<file path="config.mk">
export PLATFORM = sky130hd
export DESIGN_NAME = sipo_deser
export DESIGN_NICKNAME = d
export VERILOG_FILES = /design/src/rtl/sipo_deser.sv
export SDC_FILE = /design/constraint.sdc
export NUM_CORES = 1
export LEC_CHECK = 0
export ABC_AREA = 1
export CORE_MARGIN = 2
export CORE_UTILIZATION = 50
export CTS_CLUSTER_DIAMETER = 100
export DETAILED_ROUTE_END_ITERATION = 10
export MAX_ROUTING_LAYER = met4
export PLACE_DENSITY = 0.88
export SYNTH_ARGS = -nofsm -noshare
export SYNTH_HDL_FRONTEND = slang
export SYNTH_SLANG_ARGS = --single-unit
</file>
<file path="constraint.sdc">
create_clock -name clk -period 2.1 [get_ports clk]
set_clock_uncertainty 0.1 [all_clocks]
set_input_delay 0.42 -clock clk [delete_from_list [all_inputs] [get_ports clk]]
set_output_delay 0.42 -clock clk [all_outputs]
set_load 0.01 [all_outputs]
</file>
<file path="src/rtl/sipo_deser.sv">
`default_nettype none
// ============================================================================
//  Module      : sipo_deser
//  Description : Parametrised serial-in/parallel-out deserialiser. Collects
//                WIDTH qualified serial bits into a word (bit order chosen by
//                MSB_FIRST) and hands each finished word to a consumer via a
//                registered valid/ready output. Words that complete while the
//                previous one is still unconsumed are dropped and flagged by
//                a sticky overrun bit.
//  Revision    : 1.0 - initial release
// ============================================================================
module sipo_deser #(
    parameter int WIDTH     = 8,
    parameter bit MSB_FIRST = 1'b1,
    parameter int CNT_W     = $clog2(WIDTH)
) (
    input  logic             clk,
    input  logic             rst,
    input  logic             in_valid,
    input  logic             d_in,
    input  logic             clr,
    output logic [WIDTH-1:0] d_out,
    output logic             out_valid,
    input  logic             out_ready,
    output logic [CNT_W-1:0] bit_cnt,
    output logic             overrun
);

    // Index of the final bit of a frame
    localparam logic [CNT_W-1:0] c_LAST_BIT = CNT_W'(WIDTH - 1);

    // Output-side state encoding
    localparam logic [0:0] c_S_EMPTY = 1'b0;
    localparam logic [0:0] c_S_FULL  = 1'b1;

    logic [WIDTH-1:0] r_sreg;
    logic [CNT_W-1:0] r_bit_cnt;
    logic [WIDTH-1:0] r_d_out;
    logic             r_overrun;
    logic [0:0]       r_state;

    logic [0:0]       w_state_nxt;
    logic [WIDTH-1:0] w_sreg_shifted;
    logic             w_shift;
    logic             w_complete;
    logic             w_load_word;
    logic             w_drop;
    logic             w_out_valid;

    // An abort always wins over an incoming bit; a bit only counts when qualified
    assign w_shift    = in_valid & ~clr;
    assign w_complete = w_shift & (r_bit_cnt == c_LAST_BIT);

    // Shift direction is fixed at elaboration time
    generate
        if (MSB_FIRST) begin : g_msb_first
            assign w_sreg_shifted = {r_sreg[WIDTH-2:0], d_in};
        end else begin : g_lsb_first
            assign w_sreg_shifted = {d_in, r_sreg[WIDTH-1:1]};
        end
    endgenerate

    // Shift register and bit counter; sreg is not cleared on completion
    // because the next frame overwrites every bit anyway
    always_ff @(posedge clk) begin
        if (rst) begin
            r_sreg    <= '0;
            r_bit_cnt <= '0;
        end else if (clr) begin
            r_sreg    <= '0;
            r_bit_cnt <= '0;
        end else if (w_shift) begin
            r_sreg <= w_sreg_shifted;
            if (r_bit_cnt == c_LAST_BIT) begin
                r_bit_cnt <= '0;
            end else begin
                r_bit_cnt <= r_bit_cnt + CNT_W'(1);
            end
        end
    end

    // Output FSM state register
    always_ff @(posedge clk) begin
        if (rst) begin
            r_state <= c_S_EMPTY;
        end else begin
            r_state <= w_state_nxt;
        end
    end

    // Output FSM next state: a completion always leaves a word pending,
    // otherwise a transfer empties the slot
    always_comb begin
        w_state_nxt = r_state;
        case (r_state)
            c_S_EMPTY: begin
                if (w_complete) begin
                    w_state_nxt = c_S_FULL;
                end
            end
            c_S_FULL: begin
                if (!w_complete && out_ready) begin
                    w_state_nxt = c_S_EMPTY;
                end
            end
            default: w_state_nxt = c_S_EMPTY;
        endcase
    end

    // Output FSM decode: load when the slot is free or being freed, drop otherwise
    always_comb begin
        w_out_valid = 1'b0;
        w_load_word = 1'b0;
        w_drop      = 1'b0;
        case (r_state)
            c_S_EMPTY: begin
                w_load_word = w_complete;
            end
            c_S_FULL: begin
                w_out_valid = 1'b1;
                w_load_word = w_complete & out_ready;
                w_drop      = w_complete & ~out_ready;
            end
            default: begin
                w_out_valid = 1'b0;
            end
        endcase
    end

    // Output word register; holds its stale value after a transfer
    always_ff @(posedge clk) begin
        if (rst) begin
            r_d_out <= '0;
        end else if (w_load_word) begin
            r_d_out <= w_sreg_shifted;
        end
    end

    // Sticky overrun flag, cleared only by reset
    always_ff @(posedge clk) begin
        if (rst) begin
            r_overrun <= 1'b0;
        end else if (w_drop) begin
            r_overrun <= 1'b1;
        end
    end

    assign d_out     = r_d_out;
    assign out_valid = w_out_valid;
    assign bit_cnt   = r_bit_cnt;
    assign overrun   = r_overrun;

endmodule
`default_nettype wire

</file>
==> metrics.yaml <==
status:
  outcome: "completed"
layout:
  fill_cells: 130
  final_nets: 134
  synthToLayoutAreaGrowth_pct: 23.7
  final_layout_size_suffix_gt1_share_pct: 12.1
  antennaDiodeCount: 0
setup_path:
  setup_crit_path_kind: "register to output pin"
  timing.rr.end: "d_out[3]$_SDFFE_PP0P_"
  timing.critical_path.max_delay_family: "buffers and inverters"
  worstSetupPathDepth: 1
  critPathLaunchType: "register"
  regToRegStartpoint: "bit_cnt[0]$_SDFFE_PP0P_"
  arrival_ps: 1270
  worst-path-buf-inv: 1
  cp.required_ps: 1580
  r2r_slack_ps: 650
  worst-r2r-cell-count: 6
  slowest_delay_ps: 570
  critical-path-slowest-cell: "clkdlybuf4s50_1"
  crit_fanout: 4
  type_of_destination_of_the_critical_path: "output pin"
  crit_chain: "clkdlybuf4s50_1"
floorplan:
  placeableCoreArea_sq_mm: 0.00156
  start_util_pct: 55.2
  die_height_um: 45.5
  die_span_x_um: 45.5
  floorplan.rows: 14
  die-area_sq_mm: 0.00207
  floorplan.io_pins: 19
synthesis:
  synthArstFlopShare_pct: 0
  seq_area_frac_synth_pct: 46.5
  synth.yosys.warnings: 0
  postSynthCellCount: 104
  cell_taking_the_most_area_after_synthesis: "dfxtp_1"
  commonest_cells_in_the_synthesized_netlist: "26 x nor2_1, 20 x dfxtp_1, 12 x inv_1"
  yosysTopAreaCellShare_pct: 46.5
  synth_edf_count: 0
  synth.distinct_cells: 16
  synthesized_area_per_cell_sq_um: 8.28
  yosys_register_bits: 20
  synthTopCellsByArea: "dfxtp_1 47%, nor2_1 11%, o21ai_0 5.2%, inv_1 5.2%, a21oi_1 4.7%"
  postSynthNetCount: 112
  yosys_most_used_dff: "dfxtp_1"
  syn_area_sq_um: 861
  yosysMostFrequentCell: "nor2_1"
power:
  p_leak_nw: 0.444
  ir_worst_vdd_uv: 425
  power_uw: 619
  power_density_mw_per_mm2: 581
worst_hold_path:
  hold-path-endpoint: "d_out[0]$_SDFFE_PP0P_"
  worst_hold_startpoint: "d_out[0]$_SDFFE_PP0P_"
  holdPathStages: 2
  hp_class: "register to register"
timing:
  setup_viol: 0
  fraction_of_the_cycle_the_final_worst_path_needs_pct: 85.1
  max_slew_margin_pct: 74.0
  finalCriticalPeriod_ps: 1790
  timing.setup.tns_ps: 0
  fmax_mhz: 560
  hold_viol: 0
  setup_repair_after_global_routing_missed_its_margin: "false"
  max_slew.worst_pin.slew_ps: 389
  timing_max_transition_violations_final: 0
cts:
  clk_transition_reported_paths_ps: 90
  max-clock-path-buffers: 2
  cts_buffers: 3
  h-tree-depth: 1
  post_cts_resized: 0
  cts_hold_buf: 0
  tritoncts: "done"
  post-cts-setup-buffers: 0
  later_pin_clock_latency_in_the_skew_report_ps: 290
  clockRootBuffer: "clkbuf_4"
  cts_num_sinks: 20
global_routing:
  antenna_found_initial: 0
  grt_first_pass_wirelength_um: 2590
  grt_util_all_layers_pct: 18.1
  via_count_of_the_first_global_routing_pass: 617
  grt_max_degree: 17
  grt.overflow.total: 0
routing:
  drcViolationCount: 0
  drt-vias-per-instance: 5.17
  routed-via-count: 724
  first_pass_iteration_count_of_the_detailed_router: 4
  ant_nets: 0
  routed_wire_length_per_instance_um: 10.9
  wl_um: 1530
  drt-initial-drc-count: 13
placement:
  hpwl_dp_um: 1200
  gp_routability_congestion: 0.731
  buffer_ports.inserted: 18
job:
  max_capacitance_violation_count: 0
report_power, final:
part | leakage (nW) | switching (mW) | internal [mW] | total [mW]
Clock | 0.0138 | 0.103 | 0.0668 | 0.170
Sequential | 0.162 | 0.00510 | 0.387 | 0.392
Combinational | 0.268 | 0.0316 | 0.0247 | 0.0563
worst min-delay path: stages, from the launching register on:
cell and delay [ps]:
dfxtp_1 320, nor2_1 90, nor2_1 50
layout by cell type (no fill, tap or decap):
cell and n:
nor2_1 26, dfxtp_1 20, clkdlybuf4s50_1 18, inv_1 12, nand2_1 9, o21ai_0 9, a21oi_1 8, nand4_1 5
nand4_2 3, clkbuf_4 3, buf_4 3, nor2_4 2, ha_1 2, inv_4 1, nor2_2 1, o21ai_2 1
nand3b_4 1
per-stage QoR:
step                      instances  cell area, sq um  utilization, %  hold WS [ps]  setup WS [ps]
after CTS                       140              1060            68.3           392            295
after global routing            140              1060            68.3           415            249
after floorplan                 104               861               -           340            691
after detailed placement        137              1040            66.9           371            221
after global placement          137              1040            66.9           353            286
final                           140              1060            68.3           388            313
metal layers:
layer / global-route usage (%) / share of wire, %
met5: - / 0
met4: 8.82 / 2.0
met3: 3.57 / 5.0
met2: 31.0 / 51
met1: 19.7 / 42
area by class of cell:
class | count | area [sq um] | area share, %
timing repair buffer | 21 | 203 | 19.0
multi-input combinational | 67 | 368 | 34.5
inverter | 13 | 51.3 | 4.82
sequential | 20 | 400 | 37.6
tap | 16 | 20.0 | 1.88
clock buffer | 3 | 22.5 | 2.12
worst max path at each step:
| stage | startpoint | end |
|---|---|---|
| 6_report | bit_cnt[0]$_SDFFE_PP0P_ | bit_cnt[0] |
| 5_1_grt | bit_cnt[0]$_SDFFE_PP0P_ | bit_cnt[0] |
| 4_1_cts | bit_cnt[0]$_SDFFE_PP0P_ | bit_cnt[0] |
| 3_5_place_dp | in_valid | bit_cnt[1]$_SDFFE_PP0P_ |
| 3_3_place_gp | in_valid | bit_cnt[0]$_SDFFE_PP0P_ |
| 2_1_floorplan | bit_cnt[0]$_SDFFE_PP0P_ | d_out[0]$_SDFFE_PP0P_ |
logic make-up (layout without fill, tap and decap cells):
| logic type | count (synthesis) | count (layout) | share of synthesized area [%] |
|---|---|---|---|
| simple gates | 47 | 47 | 28.9 |
| fa+ha+maj | 2 | 2 | 2.91 |
| buf+inv | 17 | 37 | 10.8 |
| compound gates | 18 | 18 | 10.9 |
| flops | 20 | 20 | 46.5 |
flip-flops by register name, summed over array words and instances (netlist names):
register	cells
overrun	1
bit_cnt	3
d_out	8
r_sreg	7
r_state	1
Note: power is estimated with default switching activity, not from simulation.
